==> config.mk <==
export PLATFORM = sky130hd
export DESIGN_NAME = cpc_bank_ctrl
export DESIGN_NICKNAME = d
export VERILOG_FILES = /design/src/rtl/cpc_bank_pkg.sv /design/src/rtl/cpc_bank_map.sv /design/src/rtl/cpc_bank_ctrl.sv
export SDC_FILE = /design/constraint.sdc
export NUM_CORES = 1
export LEC_CHECK = 0
export BUFFER_PORTS_ARGS = -buffer_cell sky130_fd_sc_hd__buf_2
export CORE_AREA = 3 3 40 42
export CTS_BUF_LIST = sky130_fd_sc_hd__clkbuf_16
export DETAILED_ROUTE_END_ITERATION = 10
export DIE_AREA = 0 0 43 45
export MAX_ROUTING_LAYER = met4
export PLACE_DENSITY = 0.76
export SLEW_MARGIN = 20
export SYNTH_ARGS = -nofsm -noshare
export SYNTH_HDL_FRONTEND = slang
export SYNTH_SLANG_ARGS = --single-unit
==> constraint.sdc <==
create_clock -name clock -period 1.7 [get_ports clock]
set_input_delay 0.17 -clock clock [delete_from_list [all_inputs] [get_ports clock]]
set_output_delay 0.17 -clock clock [all_outputs]
set_load 0.02 [all_outputs]
==> src/rtl/cpc_bank_pkg.sv <==
// cpc_bank_pkg
// Shared definitions for the CPC expansion RAM bank controller.
// Holds the controller FSM state encoding, the config-byte tag value and the
// mode/slot constants, plus slot_map(), which gives the expansion page for a
// slot under a mode. slot_map() ignores MREQ and the populated-bank limit.

package cpc_bank_pkg;

  typedef enum logic [1:0] {
    ST_IDLE     = 2'd0,
    ST_LATCH    = 2'd1,
    ST_WAIT_END = 2'd2
  } state_t;

  // data[7:6] value that marks an I/O write as a bank configuration byte
  localparam logic [1:0] CFG_TAG = 2'b11;

  localparam logic [2:0] MODE_OFF     = 3'd0;
  localparam logic [2:0] MODE_TOP     = 3'd1;
  localparam logic [2:0] MODE_ALL     = 3'd2;
  localparam logic [2:0] MODE_TOP_ALT = 3'd3;

  // Slot 3 (C000-FFFF) is the slot remapped by modes 1 and 3.
  localparam logic [1:0] SLOT_TOP = 2'd3;
  // Slot 1 (4000-7FFF) is the window used by modes 4..7.
  localparam logic [1:0] SLOT_WIN = 2'd1;

  typedef struct packed {
    logic       hit;
    logic [1:0] page;
  } map_t;

  function automatic map_t slot_map(input logic [2:0] mode, input logic [1:0] slot);
    map_t m;
    m.hit  = 1'b0;
    m.page = slot;
    case (mode)
      MODE_OFF: m.hit = 1'b0;
      MODE_TOP, MODE_TOP_ALT: m.hit = (slot == SLOT_TOP);
      MODE_ALL: m.hit = 1'b1;
      default: begin
        // Modes 4..7 place page (mode-4) in the slot 1 window.
        // mode-4 equals mode[1:0] for these modes.
        if (slot == SLOT_WIN) begin
          m.hit  = 1'b1;
          m.page = mode[1:0];
        end
      end
    endcase
    return m;
  endfunction

endpackage

==> src/rtl/cpc_bank_map.sv <==
// cpc_bank_map
// Combinational address mapper for the expansion RAM.
// Ports:
//   cfg      in  6  latched configuration {bank[2:0], mode[2:0]}
//   adr_hi   in  2  Z80 adr[15:14] (the 16K slot being accessed)
//   mreq_b   in  1  Z80 MREQ, active low
//   exp_cs_b out 1  expansion RAM chip select, active low
//   exp_bank out 3  64K bank select (A18:A16), always cfg[5:3]
//   exp_page out 2  16K page (A15:A14); adr_hi when the slot is not selected
//   ramdis   out 1  high to disable internal RAM for the current access

module cpc_bank_map
  import cpc_bank_pkg::*;
#(
  parameter int NUM_BANKS = 8
) (
  input  logic [5:0] cfg,
  input  logic [1:0] adr_hi,
  input  logic       mreq_b,
  output logic       exp_cs_b,
  output logic [2:0] exp_bank,
  output logic [1:0] exp_page,
  output logic       ramdis
);

  localparam logic [3:0] BANK_LIMIT = 4'(NUM_BANKS);

  map_t slot_m;
  logic bank_ok;
  logic sel;

  // A bank number at or above the populated count is still latched in cfg.
  // It blocks every select, so the access falls through to internal RAM.
  always_comb begin
    slot_m   = slot_map(cfg[2:0], adr_hi);
    bank_ok  = ({1'b0, cfg[5:3]} < BANK_LIMIT);
    sel      = slot_m.hit && !mreq_b && bank_ok;
    exp_cs_b = !sel;
    ramdis   = sel;
    exp_bank = cfg[5:3];
    exp_page = sel ? slot_m.page : adr_hi;
  end

endmodule

==> src/rtl/cpc_bank_ctrl.sv <==
// cpc_bank_ctrl
// Controller for the CPC expansion RAM banks. The controller watches Z80 I/O
// writes for a configuration byte. A configuration byte has adr[15]=0 and
// data[7:6]=11. The controller latches data[5:0] into cfg and drives the
// combinational mapper from it.
// Ports:
//   clock    in  1   Z80 system clock, rising edge
//   resetb   in  1   asynchronous active-low reset
//   adr      in  16  Z80 address bus
//   data     in  8   Z80 data bus
//   iorq_b   in  1   Z80 IORQ, active low
//   wr_b     in  1   Z80 WR, active low
//   mreq_b   in  1   Z80 MREQ, active low
//   exp_cs_b out 1   expansion RAM chip select, active low
//   exp_bank out 3   64K bank select (A18:A16)
//   exp_page out 2   16K page (A15:A14)
//   ramdis   out 1   internal RAM disable
//   cfg      out 6   latched configuration {bank, mode}

module cpc_bank_ctrl
  import cpc_bank_pkg::*;
#(
  parameter int NUM_BANKS = 8
) (
  input  logic        clock,
  input  logic        resetb,
  input  logic [15:0] adr,
  input  logic [7:0]  data,
  input  logic        iorq_b,
  input  logic        wr_b,
  input  logic        mreq_b,
  output logic        exp_cs_b,
  output logic [2:0]  exp_bank,
  output logic [1:0]  exp_page,
  output logic        ramdis,
  output logic [5:0]  cfg
);

  state_t state;
  logic   cfg_write;

  // Only adr[15] and adr[15:14] are decoded; the low address bits are unused.
  logic unused_adr;
  assign unused_adr = &{1'b0, adr[13:0]};

  assign cfg_write = !iorq_b && !wr_b && !adr[15] && (data[7:6] == CFG_TAG);

  // The write is qualified again at the LATCH edge. A bus that changed since
  // detection then cancels the load instead of latching a stray value.
  // WAIT_END holds until the I/O cycle ends, so one bus cycle loads once.
  always_ff @(posedge clock or negedge resetb) begin
    if (!resetb) begin
      state <= ST_IDLE;
      cfg   <= '0;
    end else begin
      case (state)
        ST_IDLE: begin
          if (cfg_write) state <= ST_LATCH;
        end
        ST_LATCH: begin
          if (cfg_write) begin
            cfg   <= data[5:0];
            state <= ST_WAIT_END;
          end else begin
            state <= ST_IDLE;
          end
        end
        ST_WAIT_END: begin
          if (iorq_b || wr_b) state <= ST_IDLE;
        end
        default: state <= ST_IDLE;
      endcase
    end
  end

  cpc_bank_map #(
    .NUM_BANKS (NUM_BANKS)
  ) u_map (
    .cfg      (cfg),
    .adr_hi   (adr[15:14]),
    .mreq_b   (mreq_b),
    .exp_cs_b (exp_cs_b),
    .exp_bank (exp_bank),
    .exp_page (exp_page),
    .ramdis   (ramdis)
  );

endmodule

# Yosys cells after proc, flatten, opt, wreduce, memory -nomap -nowiden
# Index checks and enable logic that the tools add are counted.
dict set report totals {
  reg_bits 8
  inputBits 29
  output_inout_bits 13
  elab_cells 36
}
dict set report op_classes {
  eq_ne 10
  n_mux 8
  n_reduce_logical 16
}
# cell count
set ops {}
lappend ops {{2-bit 2-to-1 mux} 5}
lappend ops {{2-bit equality test (second input constant)} 3}
lappend ops {{3-bit by 2-bit equality test with 1-bit output (second input constant)} 2}
lappend ops {{2-bit one-hot mux with 3 select lines} 1}
lappend ops {{1-bit zero test} 5}
lappend ops {{2-bit by 1-bit equality test with 1-bit output (second input constant)} 2}
lappend ops {{1-bit logical AND} 4}
lappend ops {{2-bit != test (second input constant)} 2}
lappend ops {{2-bit AND reduction} 2}
lappend ops {{4-bit OR reduction} 1}
lappend ops {{3-bit by 1-bit equality test with 1-bit output (second input constant)} 1}
lappend ops {{3-bit zero test} 1}
lappend ops {{3-bit 2-to-1 mux} 1}
lappend ops {{1-bit one-hot mux with 3 select lines} 1}
lappend ops {{2-bit zero test} 1}
lappend ops {{2-bit OR reduction} 1}
lappend ops {{1-bit logical OR} 1}

# Longest topological paths before layout
# Gate-level depths: netlist of run 1.
dict set report logic_depth {
  depth_word 6
  ltp_mapped 3
  ltp_nobuf 3
}

# Cells and area by module
# From an unflattened synthesis of run 1, not the netlist that was laid out.
dict set report unflattened {
  hier_cells 33
  area_unflattened_um2 417.9
}
# module n_inst cells_each area_per_inst_um2 seq_area_each_um2
set by_module_without_submodules {}
lappend by_module_without_submodules {cpc_bank_ctrl 1 21 327.8 200.2}
lappend by_module_without_submodules {cpc_bank_map 1 12 90.1 0.0}

# Worst setup path before layout of run 1
# Ideal clock, no wire load.
dict set report synth_timing {
  kind {reg-to-output}
  startpoint {register cfg[1]}
  endpoint {output port ramdis}
  arrival_ps 1256
  required_ps 1530
  slack_ps 274
  stages_incl_launch_ff 4
  path_buffers 0
  cell_sequence {dfrtp_1 > nor2b_1 > a311oi_1 > a211oi_1}
}
dict set report synth_via {
  elab_chain_cells 4
  elab_cells_between_ends 7
  cone_classes {eq/ne: 3; mux: 1; reduce/logical: 3}
}
# item line_no
set synth_rtl {}
lappend synth_rtl {{start, declared} cpc_bank_ctrl.sv:36} ;# output logic [5:0] cfg
lappend synth_rtl {{start signal, assigned} cpc_bank_ctrl.sv:62} ;# cfg <= data[5:0];
lappend synth_rtl {{3-bit by 1-bit equality test with 1-bit output / 3-bit by 2-bit equality test with 1-bit output (equally long branches)} cpc_bank_pkg.sv:37} ;# case (mode)
lappend synth_rtl {{2-bit OR reduction} n/a}
lappend synth_rtl {{1-bit one-hot mux with 3 select lines *} cpc_bank_pkg.sv:37}
lappend synth_rtl {{1-bit logical AND *} cpc_bank_map.sv:37} ;# sel = slot_m.hit && !mreq_b && bank_ok;
lappend synth_rtl {{end, declared} cpc_bank_ctrl.sv:35} ;# output logic ramdis,
# Every way passes the cells marked *; elsewhere a longest branch is shown, timed or not.

# Worst setup path in the final report of run 1
dict set report layout_timing {
  startpoint {register cfg[1]}
  endpoint {output port exp_cs_b}
}
dict set report layout_via {
  elab_chain_cells 5
  elab_cells_between_ends 8
  cone_classes {eq/ne: 3; mux: 1; reduce/logical: 4}
}
# item line_no
set layout_rtl {}
lappend layout_rtl {{3-bit by 1-bit equality test with 1-bit output / 3-bit by 2-bit equality test with 1-bit output (equally long branches)} cpc_bank_pkg.sv:37}
lappend layout_rtl {{2-bit OR reduction} n/a}
lappend layout_rtl {{1-bit one-hot mux with 3 select lines *} cpc_bank_pkg.sv:37}
lappend layout_rtl {{1-bit logical AND *} cpc_bank_map.sv:37}
lappend layout_rtl {{1-bit zero test *} cpc_bank_map.sv:38} ;# exp_cs_b = !sel;
lappend layout_rtl {{end, declared} cpc_bank_ctrl.sv:32} ;# output logic exp_cs_b,
# Marked as above.

==> results of run 1 <==
what timing repair did:
item                                    in CTS  in global routing
resized for setup                            0                  1
endpoints found under the hold margin        8                  0
hold buffers                                 1                  0
endpoints found under the setup margin       0                  1
stage by stage:
stage / total power [uW] / instances
final: 645 / 76
after global routing: 680 / 76
after CTS: 653 / 76
after detailed placement: 261 / 72
after global placement: 260 / 72
after floorplan: 232 / 33
cell usage in the layout, fill, tap and decap left out:
master / instances
a211o_1: 1
a211oi_1: 1
a311oi_2: 1
and4bb_4: 1
buf_2: 27
clkbuf_16: 3
dfrtp_1: 8
dlygate4sd3_1: 1
mux2_2: 6
mux2i_1: 1
nand2_1: 2
nand2b_1: 2
nand3_4: 1
nor2_1: 2
nor2b_1: 1
nor3_1: 1
o21bai_1: 1
o31a_1: 1
worst max path at each step:
stage | to | slack [ps]
floorplan | ramdis | 270
global placement | exp_cs_b | 420
detailed placement | exp_cs_b | 390
CTS | exp_cs_b | 150
global route | exp_cs_b | 80
finish | exp_cs_b | 200
where the power goes:
part           switching [uW]  internal (uW)  total (uW)
clock network            81.7            302         384
logic                    32.2           29.1        61.3
registers                3.94            196         200
total                     118            527         645
final cells by class:
type	instances	area (sq um)	share of cell area [%]
Sequential cell	8	200	31.4
Multi-Input combinational cell	22	198	31.0
Timing Repair Buffer	28	145	22.8
Clock buffer	3	75.1	11.8
Tap cell	15	18.8	2.95
cells by family (layout without fill, tap and decap cells):
logic type	after synthesis	after routing	synth area share, %
buf+inv	3	31	5.44
compound gates	5	5	9.97
simple gates	10	10	17.5
mux	7	7	18.7
flops	8	8	48.3
layer usage:
metal	vias up	track usage (%)
met3	2	5.18
met5	-	-
met4	0	7.23
met2	19	16.2
li1	176	-
met1	159	10.9
sequential cells by signal (all words and copies together), names as in the netlist:
register	count
state	2
cfg	6
==> run metrics, run 1 <==
status finished, final reports clean; critical path depth in cells 4; PD cells 1010 mW/mm^2; CTS sink count 8; fill cell total of the finished layout 119; final instance area 637 sq um; Std-Cell Rows 13; crit path kind flop to primary output; Primary FF master, synth dfrtp_1; Worst-path clk slew 40 ps; highest metal used met4; Rel. slew slack 83.7%; ANT cells 0; Synth top area share 48.3%; placed instance area 546 sq um; CP top delay family compound AO/OA/AOI/OAI gates; total wire length 830 um; Post-Syn Area 414 sq um; Leak Pwr 0.000336 uW; Worst Path Required 1530 ps; area of the core 0.00128 sq mm; drt drc 0; Post-synth top cells dfrtp_1, mux2_2, buf_4; Async S/R FF share, synth 100%; R2R Setup Slk 450 ps; Final Skew 1.68 ps; fmax 666 MHz; EDFF count, synth 0; Critical Path Fanout Max 4; Routed Antenna Nets 0; initial antenna violation count 0; gr ovfl total 0; routability cong. 0.709; first-pass GRT wire length 1.42 mm; crit-path max cell delay 390 ps; RSZ-0062 raised after global routing no; final setup fails 0; CP cell instances nor2b_1 -> a311oi_2 -> a211o_1 -> buf_2; Pins Over Slew Limit 0; yosys synthesis warning count 0; DIE HEIGHT 45 um; Syn Nets 62; Post-Synthesis Cells 33; actual transition at the worst max-transition pin 244 ps; Hold EP state[1]; Final TNS setup 0 ps; peak supply drop 0.458 mV; CP endpoint kind primary output; clock buffer depth 2; number of max-cap violations 0; Tightest Hold Check Type input port to flop; setup ws final 199 ps; Synth Register Bits 8; R2R cell count 3; slowest CP cell dfrtp_1; wire length on met2 386 um; final core utilization 49.6%; DRT iter0 DRCs 1; Die Wd 43 um; reg-to-reg endpoint cfg[2]; post-synth top area cell dfrtp_1; Synth area leaders dfrtp_1, mux2_2, buf_4, nand3_4, and4bb_4; critical path arrival 1330 ps; post-synthesis cell type count 16; buffers added on ports 27; DR vias/cell 4.68; crit share post-route 88.3%; Fin. Hold Viols 0; largest net degree at the start of global routing 9; via count 356; Hold Path Depth 2; most instantiated library cell after synthesis dfrtp_1; Final nets 92; clock buffer count from CTS 3; minimum clock period 1500 ps; CP Buf/Inv Count 1; wl on met1 325 um; Area Overhead vs Synth 53.8%; Post-CTS Setup Bufs 0; Initial Utilization 32.2%; Critical R2R Launch state[1]; CTS tree built; Worst Min Path Start iorq_b; worst hold margin 109 ps; startpoint types flop; Final HPWL DP 686 um; worst-skew pair later-pin latency 230 ps; layout cell share with drive strength beyond 1 63.9%; Overall Global Routing Usage 10.7%; crit path launch cfg[1]; die area 0.00194 sq mm; DRT Pass-1 Iters 2; wire length per cell 10.9 um; IO Count 42; dpl ws 393 ps; number of global-route vias before repair 334; syn_area_per_cell 12.5 sq um; Met3 Wirelength 106 um; H-tree levels 1; CTS root buf clkbuf_16; register area share after synthesis 48.3%
Power figures use the tool's default switching activity.
==> run 2, diff against run 1 <==
Settings changed: ABC_AREA set to 1, CORE_AREA 3 3 40 42 to unset, CORE_MARGIN set to 3, CORE_UTILIZATION set to 35, DIE_AREA 0 0 43 45 to unset, PLACE_DENSITY 0.76 to 0.79, REMOVE_ABC_BUFFERS set to 1.
==> run 2 against run 1 <==
  * Global-route usage increased by 2.8 points
  * First-iteration DRC count increased to 13 times the previous value
  * Wire length rose by 29%
  * Cell count is 42% higher
  * Synthesized cell count grew 100%
  * Critical path type unchanged
  * Critical endpoint is now exp_page[0]
  * Largest cell class is now multi-input gates
==> run metrics, run 2 <==
first-pass GRT wire length 1.84 mm (+30%); CP cell instances inv_1 -> nand2_1 -> nand2_1 -> nor2_1 -> nor2_2 -> nand2_1 -> nand2_1 -> buf_2; syn_area_per_cell 7.24 sq um (-42%); largest net degree at the start of global routing 9 (unchanged); dpl ws 489 ps (+95.3 ps); most instantiated library cell after synthesis nand2_1; yosys synthesis warning count 0 (unchanged); post-synth top area cell dfrtp_1; Final nets 125 (+36%); Leak Pwr 0.000422 uW (+26%); register area share after synthesis 41.9% (-6.5 points); Die Wd 43.0 um (-0.10%); Worst-path clk slew 40 ps (about the same); Largest regs cfg (6), state (2); layout cell share with drive strength beyond 1 38.3% (-26 points); Post-Synthesis Cells 66 (+100%); H-tree levels 1 (unchanged); number of flip-flops in the largest register 6 (unchanged); CTS tree built; commonest non-fill, non-tap cells in the layout nand2_1, buf_2, nand3_1, dfrtp_1, inv_1; ANT cells 0 (unchanged); initial antenna violation count 0 (unchanged); DRT iter0 DRCs 13 (+12); crit-path max cell delay 410 ps (+20 ps); Fin. Hold Viols 0 (unchanged); number of global-route vias before repair 427 (+28%); Critical Path Fanout Max 5 (+1); EDFF count, synth 0 (unchanged); total wire length 1.07 mm (+29%); Std-Cell Rows 12 (-1); slowest CP cell dfrtp_1; DR vias/cell 4.44 (-5.1%); critical path arrival 1270 ps (-60 ps); total chip power 660 uW (+2.4%); Post-Syn Area 478 sq um (+15%); # resized after CTS 0 (unchanged); DRT Pass-1 Iters 4 (+2); minimum clock period 1440 ps (-64.0 ps); CTS root buf clkbuf_16; Final HPWL DP 834 um (+21%); Synth area leaders dfrtp_1, nand2_1, nand3_1, inv_1, buf_4; setup ws final 263 ps (+64.0 ps); Post-synth top cells nand2_1, dfrtp_1, nand3_1; Overall Global Routing Usage 13.5% (+2.8 points); wire length per cell 9.94 um (-9.0%); peak supply drop 0.526 mV (+15%); status finished, final reports clean; gr ovfl total 0 (unchanged); Initial Utilization 40.3% (+8.1 points); actual transition at the worst max-transition pin 209 ps (-34.9 ps); Rel. slew slack 86.0% (+2.4 points); Largest Register cfg; worst-skew pair later-pin latency 230 ps (about the same); drt drc 0 (unchanged); fill cell total of the finished layout 117 (-1.7%); DIE HEIGHT 43.0 um (-4.5%); via count 480 (+35%); Synth top area share 41.9% (-6.5 points); Primary FF master, synth dfrtp_1; routability cong. 0.884 (+25%); IO Count 42 (unchanged); most common cell type on the critical path nand2_1; crit path kind flop to primary output; crit share post-route 84.5% (-3.8 points); Async S/R FF share, synth 100% (unchanged); Worst Path Required 1530 ps (about the same); startpoint types flop; area of the core 0.00119 sq mm (-7.7%); number of max-cap violations 0 (unchanged); Routed Antenna Nets 0 (unchanged); Area Overhead vs Synth 45.0%; Synth Register Bits 8 (unchanged); Final Skew 4.23 ps (+2.56 ps); Tightest Hold Check Type input port to flop; fmax 696 MHz (+4.5%); post-synthesis cell type count 15 (-1); clock buffer depth 2 (unchanged); RSZ-0062 raised after global routing no; Pins Over Slew Limit 0 (unchanged); final core utilization 58.4% (+8.9 points); CTS sink count 8 (unchanged); die area 0.00185 sq mm (-4.6%); R2R Setup Slk 730 ps (+280 ps); buffers added on ports 27 (unchanged); final setup fails 0 (unchanged); clock buffer count from CTS 3 (unchanged); CP endpoint kind primary output; PD cells 952 mW/mm^2 (-5.9%); Final TNS setup 0 ps (unchanged)
## run 2: layout make-up
| type | instances | area [sq um] | share of cell area (%) |
|---|---|---|---|
| Clock buffer | 3 | 75.1 | 10.8 |
| Inverter | 8 | 30.0 | 4.33 |
| Tap cell | 14 | 17.5 | 2.53 |
| Timing Repair Buffer | 28 | 145 | 20.9 |
| Multi-Input combinational cell | 47 | 225 | 32.5 |
| Sequential cell | 8 | 200 | 28.9 |
## run 2: path summary, 6_finish.rpt
check | cells past startpoint | start | endpoint
setup / recovery | 8 | cfg[0] | exp_page[0]
hold / removal | 3 | data[4] | cfg[4]
setup reg to reg | 4 | state[1] | cfg[1]
hold reg to reg | 1 | state[0] | state[0]
max in group asynchronous | 2 | resetb | cfg[0]
min in group asynchronous | 2 | resetb | cfg[4]
## run 2: logic make-up (layout without fill, tap and decap cells)
| kind of cell | Yosys count | after routing | synth area share, % |
|---|---|---|---|
| AND/OR/NAND/NOR | 44 | 44 | 43.7 |
| buffers and inverters | 11 | 39 | 11.0 |
| flip-flops | 8 | 8 | 41.9 |
| AO/OA/AOI/OAI | 3 | 3 | 3.40 |
## run 2: critical path, delay by kind of cell (launching register included)
family        cells  cell delay, ps
simple gates      6             400
flops             1             410
buf+inv           2             230
## run 2: metal layers
layer	vias up	track usage [%]	routed length (um)	part of all wire [%]
met1	189	16.9	468	44
met2	30	20.4	465	43
li1	261	-	-	-
met4	0	7.23	0	0
met5	-	-	0	0
met3	0	2.54	139	13
## run 2: what timing repair did
action                                  4_1_cts  5_1_grt
hold buffers                                  1        0
setup buffers                                 0        0
endpoints found under the setup margin        0        0
endpoints found under the hold margin         8        0
## run 2: per-stage QoR
step	hold WS, ps	cells	area, sq um
finish	169	108	693
global route	192	108	693
CTS	171	108	693
detailed placement	21.4	104	608
global placement	19.2	104	608
floorplan	-126	63	455
## run 2: where the power goes
part / total (uW) / switching [uW] / internal (uW)
logic: 68.3 / 40.8 / 27.4
clock network: 392 / 89.3 / 303
registers: 200 / 3.97 / 196
==> run 3, diff against run 2 <==
Settings changed: ABC_AREA 1 to 0, CORE_AREA set to 3 3 40 42, CORE_MARGIN 3 to unset, CORE_UTILIZATION 35 to unset, DIE_AREA set to 0 0 43 45, PLACE_DENSITY 0.79 to 0.76.
Clock period 1.7 ns to 1.41 ns, I/O delays scaled along.
==> run 3 against run 2 <==
  * Non-clock buffer count unchanged
  * First-iteration DRC count down 85%
  * Via count down 28%
  * Worst setup slack worse by 250 ps
  * Critical path depth down 4
  * Combinational power up 11%
  * Sequential share of layout area up 1.9 points
  * Wire length down 18%
  * Register-to-register slack worse by 580 ps
  * Clock power up 19%
  * Core utilization down 7.8 points
  * Sequential power up 20%
==> run metrics, run 3 (synthesis results as in run 1) <==
Leak Pwr 0.000342 uW (-19%); initial antenna violation count 0 (unchanged); startpoint types flop; largest net degree at the start of global routing 9 (unchanged); first-pass GRT wire length 1.34 mm (-27%); critical path arrival 1250 ps (-20 ps); number of flip-flops in the largest register 6 (unchanged); Final HPWL DP 683 um (-18%); Pins Over Slew Limit 0 (unchanged); buffers added on ports 27 (unchanged); CP endpoint kind primary output; setup ws final 16.6 ps (-247 ps); total wire length 880 um (-18%); DRT iter0 DRCs 2 (-11); Worst Path Required 1270 ps (-260 ps); crit share post-route 98.8%; fill cell total of the finished layout 116 (-0.85%); Largest regs cfg (6), state (2); wire length per cell 11.6 um (+17%); minimum clock period 1390 ps; DRT Pass-1 Iters 2 (-2); CTS root buf clkbuf_16; Initial Utilization 32.2% (-8.1 points); die area 0.00194 sq mm (+4.9%); H-tree levels 1 (unchanged); Rel. slew slack 84.2% (-1.9 points); Critical Path Fanout Max 4 (-1); drt drc 0 (unchanged); Final nets 92 (-26%); Tightest Hold Check Type input port to flop; gr ovfl total 0 (unchanged); via count 347 (-28%); Final TNS setup 0 ps (unchanged); Overall Global Routing Usage 9.78% (-3.7 points); Fin. Hold Viols 0 (unchanged); routability cong. 0.732 (-17%); ANT cells 0 (unchanged); final setup fails 0 (unchanged); Die Wd 43 um (+0.10%); number of global-route vias before repair 333 (-22%); worst-skew pair later-pin latency 230 ps (about the same); DR vias/cell 4.57 (+2.7%); clock buffer depth 2 (unchanged); actual transition at the worst max-transition pin 237 ps (+28.0 ps); DIE HEIGHT 45 um (+4.8%); Routed Antenna Nets 0 (unchanged); PD cells 1200 mW/mm^2 (+26%); Worst-path clk slew 40 ps (about the same); RSZ-0062 raised after global routing yes; layout cell share with drive strength beyond 1 65.6% (+27 points); CTS tree built; Std-Cell Rows 13 (+1); area of the core 0.00128 sq mm (+8.3%); clock buffer count from CTS 3 (unchanged); number of max-cap violations 0 (unchanged); dpl ws 146 ps (-342 ps); Final Skew 0.602 ps (-3.63 ps); commonest non-fill, non-tap cells in the layout buf_2, dfrtp_1, mux2_2, clkbuf_16; IO Count 42 (unchanged); fmax 718 MHz; status finished, final reports clean; Largest Register cfg; peak supply drop 0.635 mV (+21%); Area Overhead vs Synth 57.1%; leading cell type in the layout, fill and taps excluded buf_2; CTS sink count 8 (unchanged); crit path kind flop to primary output
-- run 3: cell type report --
type	count	area [sq um]	share of cell area, %
Multi-Input combinational cell	22	205	31.5
Sequential cell	8	200	30.8
Timing Repair Buffer	28	151	23.3
Clock buffer	3	75.1	11.5
Tap cell	15	18.8	2.88
-- run 3: metal layers --
| metal | wire length (um) | vias up | global-route usage [%] |
|---|---|---|---|
| met1 | 319 | 152 | 9.90 |
| li1 | - | 174 | - |
| met5 | 0 | - | - |
| met2 | 450 | 21 | 16.8 |
| met3 | 109 | 0 | 1.99 |
| met4 | 0 | 0 | 7.23 |
-- run 3: through the flow --
step                hold slack, ps  total power, uW  cell area (sq um)  utilization [%]  cells
floorplan                     -155              276                392                -     30
global placement             -10.2              313                546             42.5     72
detailed placement           -8.56              315                546             42.5     72
CTS                           81.9              795                639             49.8     76
global route                  99.0              816                651             50.6     76
finish                        84.1              782                651             50.6     76
-- run 3: worst paths after layout --
check	from	to	slack [ps]	cells after the start
hold / removal	iorq_b	state[1]	80	2
max in group asynchronous	resetb	state[1]	970	2
min in group asynchronous	resetb	cfg[4]	280	2
setup reg to reg	state[1]	cfg[3]	150	3
hold reg to reg	state[0]	state[0]	520	1
setup / recovery	cfg[1]	exp_cs_b	20	4
-- run 3: where the power goes --
group / total [uW] / switching, uW / internal [uW]
combinational: 76.0 / 39.2 / 36.7
sequential: 241 / 5.48 / 236
clock: 465 / 100 / 365
-- run 3: repair_timing --
action                                  in CTS  in global routing
hold endpoints to repair                     8                  0
cloned                                       0                  0
endpoints found under the setup margin       2                  2
gates resized for setup                      2                  3
pin swaps                                    2                  1
buffers inserted                             0                  0
hold buffers                                 1                  0
-- run 3: worst max-delay path, cell delays in order, from the launching register on --
cell and delay, ps:
dfrtp_1 400, nor2b_4 140, a311oi_2 220, a211o_1 150, buf_6 110
